`src/rtl/addr_gen_pkg.sv`:
```
// Shared encodings for the address generator: sequencing modes and ping-pong direction.
package addr_gen_pkg;

  localparam logic [1:0] MODE_UP   = 2'b00;
  localparam logic [1:0] MODE_DOWN = 2'b01;
  localparam logic [1:0] MODE_PP   = 2'b10;
  localparam logic [1:0] MODE_ONE  = 2'b11;

  typedef enum logic {
    DIR_UP   = 1'b0,
    DIR_DOWN = 1'b1
  } dir_e;

endpackage

```
`src/rtl/addr_step_calc.sv`:
```
// Next-state for one enabled step: count, direction, wrap pulse and one-shot done.
// Purely combinational; bounds are compared one bit wider so count+STEP never aliases.
module addr_step_calc
  import addr_gen_pkg::*;
#(
  parameter int AW   = 4,
  parameter int STEP = 1
) (
  input  logic [AW-1:0] i_count,
  input  dir_e          i_dir,
  input  logic          i_done,
  input  logic [1:0]    i_mode,
  input  logic [AW-1:0] i_lo,
  input  logic [AW-1:0] i_hi,
  output logic [AW-1:0] o_nxt_count,
  output dir_e          o_nxt_dir,
  output logic          o_nxt_done,
  output logic          o_nxt_wrap
);

  localparam logic [AW-1:0] STEP_A = AW'(STEP);
  localparam logic [AW:0]   STEP_X = (AW+1)'(STEP);

  logic [AW:0]   w_up_x;
  logic [AW:0]   w_lo_step_x;
  logic          w_over_hi;
  logic          w_under_lo;
  logic          w_out_of_range;
  logic [AW-1:0] w_inc;
  logic [AW-1:0] w_dec;

  assign w_up_x         = {1'b0, i_count} + STEP_X;
  assign w_lo_step_x    = {1'b0, i_lo} + STEP_X;
  assign w_over_hi      = w_up_x > {1'b0, i_hi};
  assign w_under_lo     = {1'b0, i_count} < w_lo_step_x;
  assign w_out_of_range = (i_count < i_lo) || (i_count > i_hi);
  assign w_inc          = i_count + STEP_A;
  assign w_dec          = i_count - STEP_A;

  always_comb begin
    o_nxt_count = i_count;
    o_nxt_dir   = i_dir;
    o_nxt_done  = i_done;
    o_nxt_wrap  = 1'b0;

    if ((i_mode == MODE_ONE) && i_done) begin
      // finished one-shot ignores enable until load, reset or mode change
      o_nxt_count = i_count;
    end else if (w_out_of_range) begin
      o_nxt_count = (i_mode == MODE_DOWN) ? i_hi : i_lo;
      o_nxt_dir   = DIR_UP;
      o_nxt_wrap  = 1'b1;
    end else begin
      case (i_mode)
        MODE_UP: begin
          if (w_over_hi) begin
            o_nxt_count = i_lo;
            o_nxt_wrap  = 1'b1;
          end else begin
            o_nxt_count = w_inc;
          end
        end
        MODE_DOWN: begin
          if (w_under_lo) begin
            o_nxt_count = i_hi;
            o_nxt_wrap  = 1'b1;
          end else begin
            o_nxt_count = w_dec;
          end
        end
        MODE_PP: begin
          if (i_dir == DIR_UP) begin
            if (w_over_hi) begin
              // reverse without repeating the endpoint, never below lo
              o_nxt_dir   = DIR_DOWN;
              o_nxt_count = w_under_lo ? i_lo : w_dec;
              o_nxt_wrap  = 1'b1;
            end else begin
              o_nxt_count = w_inc;
            end
          end else begin
            if (w_under_lo) begin
              o_nxt_dir   = DIR_UP;
              o_nxt_count = w_over_hi ? i_hi : w_inc;
              o_nxt_wrap  = 1'b1;
            end else begin
              o_nxt_count = w_dec;
            end
          end
        end
        default: begin
          if (w_over_hi) begin
            o_nxt_count = i_hi;
            o_nxt_done  = 1'b1;
            o_nxt_wrap  = 1'b1;
          end else begin
            o_nxt_count = w_inc;
          end
        end
      endcase
    end
  end

endmodule

```
`src/rtl/addr_gen_multi.sv`:
```
// Multi-mode address generator: state on rising edge, addr_out re-registered on falling edge.
// Count changes reach addr_out half a cycle later; reset clears everything asynchronously.
module addr_gen_multi
  import addr_gen_pkg::*;
#(
  parameter int AW   = 4,
  parameter int STEP = 1
) (
  input  logic          clk,
  input  logic          reset,
  input  logic          en,
  input  logic [1:0]    mode,
  input  logic [AW-1:0] lo,
  input  logic [AW-1:0] hi,
  input  logic          load,
  input  logic [AW-1:0] load_val,
  output logic [AW-1:0] addr_out,
  output logic          wrap,
  output logic          done
);

  logic [AW-1:0] r_count;
  dir_e          r_dir;
  logic          r_wrap;
  logic          r_done;
  logic [1:0]    r_mode;
  logic [AW-1:0] r_addr_out;

  logic          w_mode_chg;
  dir_e          w_dir_eff;
  logic          w_done_eff;
  logic [AW-1:0] w_nxt_count;
  dir_e          w_nxt_dir;
  logic          w_nxt_done;
  logic          w_nxt_wrap;

  // a mode change clears done and forces dir up outside ping-pong, even on a held cycle
  assign w_mode_chg = (mode != r_mode);
  assign w_dir_eff  = (mode == MODE_PP) ? r_dir : DIR_UP;
  assign w_done_eff = w_mode_chg ? 1'b0 : r_done;

  addr_step_calc #(
    .AW   (AW),
    .STEP (STEP)
  ) u_step_calc (
    .i_count     (r_count),
    .i_dir       (w_dir_eff),
    .i_done      (w_done_eff),
    .i_mode      (mode),
    .i_lo        (lo),
    .i_hi        (hi),
    .o_nxt_count (w_nxt_count),
    .o_nxt_dir   (w_nxt_dir),
    .o_nxt_done  (w_nxt_done),
    .o_nxt_wrap  (w_nxt_wrap)
  );

  always_ff @(posedge clk or negedge reset) begin
    if (!reset) begin
      r_count <= '0;
      r_dir   <= DIR_UP;
      r_wrap  <= 1'b0;
      r_done  <= 1'b0;
      r_mode  <= MODE_UP;
    end else begin
      r_mode <= mode;
      if (load) begin
        r_count <= load_val;
        r_dir   <= DIR_UP;
        r_done  <= 1'b0;
        r_wrap  <= 1'b0;
      end else if (en) begin
        r_count <= w_nxt_count;
        r_dir   <= w_nxt_dir;
        r_done  <= w_nxt_done;
        r_wrap  <= w_nxt_wrap;
      end else begin
        r_dir   <= w_dir_eff;
        r_done  <= w_done_eff;
        r_wrap  <= 1'b0;
      end
    end
  end

  // falling-edge copy gives downstream rising-edge samplers a settled address
  always_ff @(negedge clk or negedge reset) begin
    if (!reset) begin
      r_addr_out <= '0;
    end else begin
      r_addr_out <= r_count;
    end
  end

  assign addr_out = r_addr_out;
  assign wrap     = r_wrap;
  assign done     = r_done;

endmodule

```
`config.mk`:
```
export PLATFORM = sky130hd
export DESIGN_NAME = addr_gen_multi
export DESIGN_NICKNAME = d
export VERILOG_FILES = /design/src/rtl/addr_gen_pkg.sv /design/src/rtl/addr_step_calc.sv /design/src/rtl/addr_gen_multi.sv
export SDC_FILE = /design/constraint.sdc
export NUM_CORES = 1
export LEC_CHECK = 0
export BUFFER_PORTS_ARGS = -buffer_cell sky130_fd_sc_hd__buf_2
export CAP_MARGIN = 20
export CORE_ASPECT_RATIO = 0.9
export CORE_UTILIZATION = 45
export DETAILED_ROUTE_END_ITERATION = 7
export GPL_ROUTABILITY_DRIVEN = 0
export REMOVE_ABC_BUFFERS = 1
export SETUP_SLACK_MARGIN = 0.02
export SLEW_MARGIN = 10
export SYNTH_ARGS = -nofsm -noshare
export SYNTH_HDL_FRONTEND = slang
export SYNTH_HIERARCHICAL = 1
export SYNTH_SLANG_ARGS = --single-unit
```
`constraint.sdc`:
```
create_clock -name clk -period 3.55 [get_ports clk]
set_input_delay 0.1775 -clock clk [delete_from_list [all_inputs] [get_ports clk]]
set_output_delay 0.1775 -clock clk [all_outputs]
set_load 0.02 [all_outputs]
```
==> results by group, run 1 <==
Cells and area
  – Fraction of layout cells with a size suffix above 1: approximately 22%
  – N_diodes: 0
  – Util after Layout: 53.2%
  – Area Overhead vs Synth: 12.7%
  – Sequential cell area: 325 um^2
  – Multi-input combinational cell area: 1330 um^2
  – Nets: 269
  – # fillers: 362
  – Final instance area: around 2000 um^2

CTS
  – Clock Path Buffers: 2
  – Clock root cell: clkbuf_8
  – CTS tree: built
  – Post-CTS Setup Inserts: 0
  – H-Tree Depth: 1
  – CTS clk-pin slew, worst paths: about 0.05 ns
  – Clock Latency Late Sink: 0.26 ns
  – CTS Sinks: 13
  – CTS Buf Count: 3

Drt
  – Antenna Violating Nets Remaining: 0
  – DR WL/cell: 16.3 um
  – DR iter-0 viols: 93
  – Mean number of vias per cell: 6.07
  – Routed WL: 4.48 mm
  – DR DRC count: 0
  – Routed via count: about 1700
  – Router iterations before antenna repair: 4

Yosys
  – Mapped cell area: 1760 um^2
  – Largest family of logic cells by synthesized area: compound AO/OA/AOI/OAI gates
  – Synth Instances: 205
  – Syn_area_per_cell: 8.59 um^2
  – #FFs+latches synth: 13
  – Synth Area in XOR/XNOR: 3.98%
  – Simple-Gate Fraction of Synth Area: 16.9%
  – Number of flops mapped to enable cells by yosys: 0
  – Predominant post-synthesis flop cell: dfrtp_1
  – Adder-cell share of the synthesized area: 15.6%
  – Seq/Total Area, Yosys: 18.5%
  – Warnings, synthesis: 6
  – Mux share of post-synthesis cell area: ~8.2%
  – Fraction of registers with async set/reset: between 90% and 100%
  – Netlist cell types: between 60 and 70
  – Compound-Gate Fraction of Synth Area: 30.3%

Placed design
  – Placed Instance Area: 1920 um^2
  – I/O Buffers: 23
  – DP HPWL: 3.45 mm

Timing
  – Final hold vios: 0
  – Relative slew margins: between 50% and 60%
  – Hold Slack: 0.140 ns
  – Final setup fails: 0
  – Fin crit share: 93.0%
  – Final period demand of the worst path: 3.30 ns
  – RSZ-0062 raised after global routing: false
  – Final slew viol count: 0
  – Setup TNS: 0 ns
  – F_max: 303 MHz
  – Slew at the pin closest to its max-slew limit: around 0.7 ns
  – Skew final: ~0.019 ns

Die
  – Total core area: between 3000 and 4000 um^2
  – Initial core utilization: 47.2%
  – Die width: 67.9 um
  – # rows: 21
  – Die height: around 61 um
  – Die ar.: 4170 um^2
  – Ports: 24

Setup path
  – Worst setup SP type: flop
  – WS Path Type: flop to flop
  – Critical path's slowest cell: dfrtp_1
  – Worst Path Arrival: 3.42 ns
  – Crit path largest cell delay: 0.45 ns
  – CP bufs+invs: 1
  – Critical path peak fanout: 11
  – Crit path max-delay family: compound AO/OA/AOI/OAI gates
  – Worst-path cell chain: ha_1, xnor2_2, inv_1, ha_1, a21o_1, a211oi_2, a21o_1, mux2_1, a221oi_2, a221oi_2, mux2i_1, o21ai_0
  – Req. time, crit path: 3.67 ns
  – Critical path endpoint category: flop
  – Critical Path Source: r_count[0]
  – Reg2Reg Setup Slack: ~0.25 ns
  – FF-to-FF Start: r_count[0]

GRT
  – Tot GR Track Use: 23.1%
  – Initial antenna violation count: 0
  – Largest net degree at the start of global routing: 15
  – Vias in the first global route: ~1500
  – First-pass GRT wire length: 7.23 mm
  – GRT overflow: 0

Min path
  – Hold Crit Class: primary input to flop
  – Hold_sp: load_val[0]

Power
  – Power density cells: around 400 nW/um^2
  – Leakage: 0.000934 uW
  – Worst vdd rail ir drop: 0.000171 V
  – Total power: 801 uW

Run status
  – Status: complete, no violations

Flow run
  – Max cap viols: 0
## per-stage QoR
stage | instances | worst slack (ns)
finish | 274 | 0.247
global route | 274 | 0.0306
CTS | 274 | 0.207
detailed placement | 269 | 0.204
global placement | 269 | 0.329
floorplan | 193 | 0.372
## cells in the final DEF, fill, tap and decap left out, types with 2 or more instances in the layout
cell type,netlist,layout
a2111oi_2,2,2
a211o_1,4,4
a21o_1,5,5
a21oi_1,6,6
a221oi_2,2,2
a22oi_1,2,2
a311oi_1,2,2
a32o_1,2,2
buf_2,3,23
buf_4,2,7
clkbuf_8,0,3
dfrtn_1,4,4
dfrtp_1,9,9
ha_1,22,22
inv_1,13,13
mux2_2,3,3
mux2i_1,10,10
nand2_1,22,22
nand2b_1,4,4
nand3_1,5,5
nor2_1,9,9
nor2b_1,2,2
nor3_1,5,5
o21a_1,4,4
o21ai_0,11,11
o21bai_1,2,2
o221ai_1,3,3
or3_4,2,2
xnor2_1,5,4
xor2_1,3,3
## what timing repair did
item | CTS | global route
setup endpoints to repair | 0 | 4
resized for setup | 0 | 1
hold endpoints to repair | 9 | 0
hold buffers | 1 | 0
## flip-flops by register name, indices dropped and copies added, names as in the netlist
signal / count
addr_out: 4
done: 1
r_count: 4
r_dir: 1
r_mode: 2
wrap: 1
## routing by layer
metal / routed length (um) / vias to the layer above / GRT usage [%]
met5: 0 / - / 0
met4: 31 / 0 / 4.17
met3: 281 / 2 / 4.07
met2: 2020 / 57 / 36.8
met1: 2140 / 791 / 32.8
li1: - / 812 / -
## path summary, 6_finish.rpt
kind	to	cells after the start
worst max-delay path	r_count[1]	12
worst min-delay path	r_count[0]	3
worst max register to register	r_count[1]	12
worst min register to register	done	2
max in group asynchronous	addr_out[1]	2
min in group asynchronous	r_count[2]	2
## final cells by class
| class | count | area share [%] |
|---|---|---|
| inverters | 13 | 2.46 |
| well taps | 46 | 2.90 |
| repair buffers | 31 | 8.95 |
| clock buffers | 4 | 2.27 |
| multi-input cells | 167 | 67.0 |
| flip-flops and latches | 13 | 16.4 |
## tightest hold or removal path, cell delays in order
cell	delay [ns]
buf_2	0.07
nand2_1	0.03
o21ai_0	0.06
## cell usage after synthesis (2+ instances only)
cell type | number | area, um^2
a2111oi_2 | 2 | 30.0
a211o_1 | 4 | 35.0
a21o_1 | 5 | 37.5
a21oi_1 | 6 | 30.0
a221oi_2 | 2 | 30.0
a22oi_1 | 2 | 15.0
a311oi_1 | 2 | 17.5
a32o_1 | 2 | 20.0
buf_2 | 3 | 15.0
buf_4 | 2 | 15.0
clkbuf_1 | 5 | 18.8
dfrtn_1 | 4 | 100
dfrtp_1 | 9 | 225
ha_1 | 22 | 275
inv_1 | 13 | 48.8
mux2_2 | 3 | 33.8
mux2i_1 | 10 | 100
nand2_1 | 22 | 82.6
nand2b_1 | 4 | 25.0
nand3_1 | 5 | 25.0
nor2_1 | 9 | 33.8
nor2b_1 | 2 | 12.5
nor3_1 | 5 | 25.0
o21a_1 | 4 | 30.0
o21ai_0 | 11 | 55.1
o21bai_1 | 2 | 15.0
o221ai_1 | 3 | 26.3
or3_4 | 2 | 22.5
xnor2_1 | 5 | 43.8
xor2_1 | 3 | 26.3
## report_power, final
part	switching [uW]	leakage, uW	internal [uW]
logic	278	0.000750	213
clock network	50.4	0.0000228	79.2
registers	14.3	0.000161	165
total	343	0.000934	458
## kinds of logic after synthesis
family / Yosys count
AOI/OAI and AO/OA: 65
xor gates and xnor gates: 8
adders and majority gates: 22
buffers and inverters: 25
DFF: 13
muxes: 14
and+or+nand+nor: 58
(Power assumes the default switching activity.)
==> run 2: changes to the inputs <==
--- a/config.mk
+++ b/config.mk
@@ -9,6 +9,7 @@
 export CAP_MARGIN = 20
 export CORE_ASPECT_RATIO = 0.9
 export CORE_UTILIZATION = 45
+export CTS_BUF_LIST = sky130_fd_sc_hd__clkbuf_4 sky130_fd_sc_hd__clkbuf_8
 export DETAILED_ROUTE_END_ITERATION = 7
 export GPL_ROUTABILITY_DRIVEN = 0
 export REMOVE_ABC_BUFFERS = 1
==> results by group, run 2 (same netlist as run 1, synthesis figures left out) <==
Drt
  – DR DRC count: 0
  – DR iter-0 viols: 93
  – Routed WL: approximately 4.5 mm
  – Routed via count: 1660
  – Mean number of vias per cell: 6.06
  – DR WL/cell: 16.3 um
  – Antenna Violating Nets Remaining: 0
  – Router iterations before antenna repair: 4

Power
  – Power density cells: ~410 nW/um^2
  – Worst vdd rail ir drop: 0.000171 V
  – Leakage: 0.000937 uW

Setup path
  – WS Path Type: flop to flop
  – Worst setup SP type: flop
  – Req. time, crit path: 3.67 ns
  – Critical path endpoint category: flop
  – Critical path peak fanout: 11
  – Worst Path Arrival: 3.42 ns

Min path
  – Hold Crit Class: primary input to flop

Timing
  – Slew at the pin closest to its max-slew limit: approximately 0.7 ns
  – Final setup fails: 0
  – RSZ-0062 raised after global routing: false
  – Fin crit share: approximately 93%
  – Hold Slack: 0.140 ns
  – Final period demand of the worst path: between 3 and 4 ns
  – Final slew viol count: 0
  – Setup TNS: 0 ns
  – F_max: 303 MHz
  – Final hold vios: 0
  – Relative slew margins: 53.5%
  – Skew final: 0.0188 ns

CTS
  – CTS clk-pin slew, worst paths: about 0.050 ns
  – Post-CTS Setup Inserts: 0
  – CTS Sinks: 13
  – H-Tree Depth: 1
  – Clock Latency Late Sink: 0.26 ns
  – CTS tree: built
  – Clock Path Buffers: 2
  – CTS Buf Count: 3
  – Clock root cell: clkbuf_8

Run status
  – Status: complete, no violations

Cells and area
  – Nets: 269
  – Fraction of layout cells with a size suffix above 1: 22.8%
  – # fillers: 362
  – Most frequent cells in the layout: buf_2 (23), nand2_1 (22), ha_1 (22)
  – N_diodes: 0
  – Util after Layout: 53.3%
  – Commonest non-fill, non-tap cell in the layout: buf_2
  – Area Overhead vs Synth: 12.9%

Flow run
  – Max cap viols: 0

Die
  – Die ar.: between 4000 and 5000 um^2
  – Die width: 67.9 um
  – Ports: 24
  – # rows: 21
  – Total core area: 3730 um^2
  – Initial core utilization: 47.2%
  – Die height: 61.3 um

Placed design
  – I/O Buffers: 23
  – DP HPWL: 3.45 mm

GRT
  – Largest net degree at the start of global routing: 15
  – Initial antenna violation count: 0
  – Vias in the first global route: about 1500
  – GRT overflow: 0
  – Tot GR Track Use: a little under a quarter
  – First-pass GRT wire length: a little over 7 mm
==> run 2: cell counts in the layout (fill, tap and decap cells not counted) <==
No cell type changed its count.
==> run 2: report_power, final <==
part,total (uW),internal [uW],switching [uW]
sequential,180,165,14.3
clock,137,86.8,50.4
combinational,492,213,278
==> run 2: worst paths after layout <==
check                             from     endpoint  slack [ns]  cells past startpoint
min in group asynchronous        reset   r_count[2]        0.36                      2
hold reg to reg                   done         done        0.56                      2
max in group asynchronous        reset  addr_out[1]        1.29                      2
hold / removal             load_val[0]   r_count[0]        0.14                      3
setup reg to reg            r_count[0]   r_count[1]        0.25                     12
setup / recovery            r_count[0]   r_count[1]        0.25                     12
==> run 2: routing by layer <==
layer,vias up,GRT usage (%),share of wire (%)
met1,787,32.8,48
met2,58,36.8,45
met3,2,4.07,6.4
met5,-,0,0
li1,813,-,-
met4,0,4.17,0.69
==> run 2: timing repair <==
item | 4_1_cts | 5_1_grt
resized for setup | 0 | 1
hold endpoints to repair | 9 | 0
endpoints found under the setup margin | 0 | 4
hold buffers | 1 | 0
==> run 2: through the flow <==
stage | instances | setup WS, ns | cell area, um^2 | total power [uW]
2_1_floorplan | 193 | 0.372 | 1700 | 521
3_3_place_gp | 269 | 0.329 | 1920 | 648
3_5_place_dp | 269 | 0.204 | 1920 | 661
4_1_cts | 274 | 0.206 | 1980 | 802
5_1_grt | 274 | 0.0306 | 1990 | 870
6_report | 274 | 0.247 | 1990 | 808
==> run 2: critical path, stage by stage (launching register included) <==
cell      delay [ns]
dfrtp_1         0.45
ha_1            0.27
xnor2_2         0.21
inv_1           0.10
ha_1            0.31
a21o_1          0.20
a211oi_2        0.29
a21o_1          0.43
mux2_1          0.38
a221oi_2        0.24
a221oi_2        0.09
mux2i_1         0.13
o21ai_0         0.08
==> run 2: layout make-up <==
cell class | count | area [um^2] | share of cell area, %
Multi-Input combinational cell | 167 | 1330 | 66.9
Sequential cell | 13 | 325 | 16.4
Timing Repair Buffer | 31 | 178 | 8.94
Tap cell | 46 | 57.6 | 2.89
Clock buffer | 4 | 48.8 | 2.45
Inverter | 13 | 48.8 | 2.45
==> run 3: changes to the inputs <==
--- a/config.mk
+++ b/config.mk
@@ -7,11 +7,14 @@
 export LEC_CHECK = 0
 export BUFFER_PORTS_ARGS = -buffer_cell sky130_fd_sc_hd__buf_2
 export CAP_MARGIN = 20
+export CELL_PAD_IN_SITES_DETAIL_PLACEMENT = 0
+export CELL_PAD_IN_SITES_GLOBAL_PLACEMENT = 1
 export CORE_ASPECT_RATIO = 0.9
 export CORE_UTILIZATION = 45
-export CTS_BUF_LIST = sky130_fd_sc_hd__clkbuf_4 sky130_fd_sc_hd__clkbuf_8
+export CTS_BUF_LIST = sky130_fd_sc_hd__clkbuf_4
 export DETAILED_ROUTE_END_ITERATION = 7
 export GPL_ROUTABILITY_DRIVEN = 0
+export PLACE_DENSITY_LB_ADDON = 0.1
 export REMOVE_ABC_BUFFERS = 1
 export SETUP_SLACK_MARGIN = 0.02
 export SLEW_MARGIN = 10
==> results by group, run 3 (same netlist as run 1, synthesis figures left out) <==
Run status
  – Status: complete, but fails checks
  – Failing checks: DRC

CTS
  – CTS clk-pin slew, worst paths: 0.08 ns
  – CTS Buf Count: 3
  – H-Tree Depth: 1
  – Clock Path Buffers: 2
  – CTS tree: built
  – Clock Latency Late Sink: roughly 0.27 ns
  – Clock root cell: clkbuf_4
  – CTS Sinks: 13
  – Post-CTS Setup Inserts: 0

Power
  – Leakage: 0.000924 uW
  – Pint: 429 uW
  – Total power: 768 uW
  – Clock power frac: around an eighth
  – Worst vdd rail ir drop: 0.000159 V
  – Power density cells: 391 nW/um^2
  – Psw: approximately 340 uW
  – Switching share of power: roughly 44%
  – Flop pwr share: 23.6%
  – Power share of the combinational group: 63.7%

Setup path
  – Critical path endpoint category: flop
  – Worst Path Arrival: between 3 and 4 ns
  – Req. time, crit path: 3.70 ns
  – WS Path Type: flop to flop
  – Worst setup SP type: flop
  – Critical path peak fanout: 9

Timing
  – Final period demand of the worst path: 3.24 ns
  – Slew at the pin closest to its max-slew limit: 0.704 ns
  – RSZ-0062 raised after global routing: false
  – F_max: 309 MHz
  – Relative slew margins: 53.0%
  – Hold Slack: ~0.10 ns
  – Final slew viol count: 0
  – Fin crit share: around nine tenths
  – Final hold vios: 0
  – Skew final: approximately 0.0061 ns
  – Final setup fails: 0
  – Setup TNS: 0 ns

Flow run
  – Max cap viols: 0

GRT
  – Global routing usage on met2: roughly two fifths
  – Busiest grt layer: met2
  – Largest net degree at the start of global routing: 15
  – Tot GR Track Use: 23.2%
  – First-pass GRT wire length: around 7.3 mm
  – GRT overflow: 0
  – Initial antenna violation count: 0
  – M3 GR Usage: between 4 and 5%
  – GR Layer Usage met1: 30.4%
  – Vias in the first global route: 1596

Die
  – Die ar.: 4170 um^2
  – Ports: 24
  – Initial core utilization: 47.2%
  – Total core area: 3730 um^2
  – # rows: 21
  – Die height: 61.3 um
  – Die width: between 60 and 70 um

Min path
  – Hold Crit Class: primary input to flop

Cells and area
  – Area Overhead vs Synth: 11.5%
  – Commonest non-fill, non-tap cell in the layout: buf_2
  – Sequential cell area: 325 um^2
  – Most frequent cells in the layout: buf_2 (23), nand2_1 (22), ha_1 (22)
  – Multi-input combinational cell area: 1330 um^2
  – Final instance area: 1960 um^2
  – Fraction of layout cells with a size suffix above 1: 22.9%
  – Util after Layout: a little over half
  – # fillers: 365
  – N_diodes: 0
  – Nets: 268

Placed design
  – I/O Buffers: 23
  – DP HPWL: 3.59 mm
  – Placed Instance Area: 1910 um^2

Drt
  – DR WL/cell: around 17 um
  – Router iterations before antenna repair: 6
  – DR iter-0 viols: 65
  – Routed via count: 1674
  – Antenna Violating Nets Remaining: 0
  – Routed WL: 4.52 mm
  – DR DRC count: 1
  – Mean number of vias per cell: 6.13
[run 3: cell type report]
class,instances,area share [%]
Clock buffer,4,1.53
Multi-Input combinational cell,167,67.8
Timing Repair Buffer,30,8.67
Sequential cell,13,16.6
Tap cell,46,2.93
Inverter,13,2.49
[run 3: per-layer routing]
metal / part of all wire [%] / routed length, um / up-vias
met5: 0 / 0 / -
met4: 1.9 / 87 / 0
met3: 5.4 / 243 / 9
met2: 45 / 2050 / 53
met1: 47 / 2140 / 803
li1: - / - / 809
[run 3: worst max-delay path: stages, from the launching register on]
cell and delay, ns:
dfrtp_1 0.44, ha_1 0.27, xnor2_2 0.21, inv_1 0.10, ha_1 0.30, a21o_1 0.19
a211oi_2 0.31, a21oi_2 0.13, buf_4 0.20, a32o_1 0.25, a221oi_1 0.33, o221ai_1 0.17
mux2i_1 0.14, o21ai_0 0.08
[run 3: final timing paths]
kind | from | endpoint | slack (ns) | depth (start not counted)
worst min-delay path | mode[1] | r_mode[1] | 0.10 | 1
max in group asynchronous | reset | addr_out[1] | 1.32 | 2
worst max-delay path | r_count[0] | r_count[0] | 0.31 | 13
min in group asynchronous | reset | wrap | 0.31 | 2
worst max register to register | r_count[0] | r_count[0] | 0.31 | 13
worst min register to register | done | done | 0.57 | 2
[run 3: what timing repair did]
item / in CTS / in global routing
hold buffers: 1 / 0
gates resized for setup: 0 / 2
hold endpoints to repair: 9 / 0
setup endpoints to repair: 0 / 3
[run 3: per-stage QoR]
stage	std cells	setup WS, ns
2_1_floorplan	193	0.372
3_3_place_gp	268	0.364
3_5_place_dp	268	0.202
4_1_cts	273	0.180
5_1_grt	273	0.0415
6_report	273	0.315
[run 3: power by group through the flow]
stage	Clock (uW)	Sequential [uW]	Combinational (uW)
3_3_place_gp	0	183	467
3_5_place_dp	0	184	477
2_1_floorplan	0	197	325
4_1_cts	102	181	480
5_1_grt	110	185	535
6_report	97.8	181	489
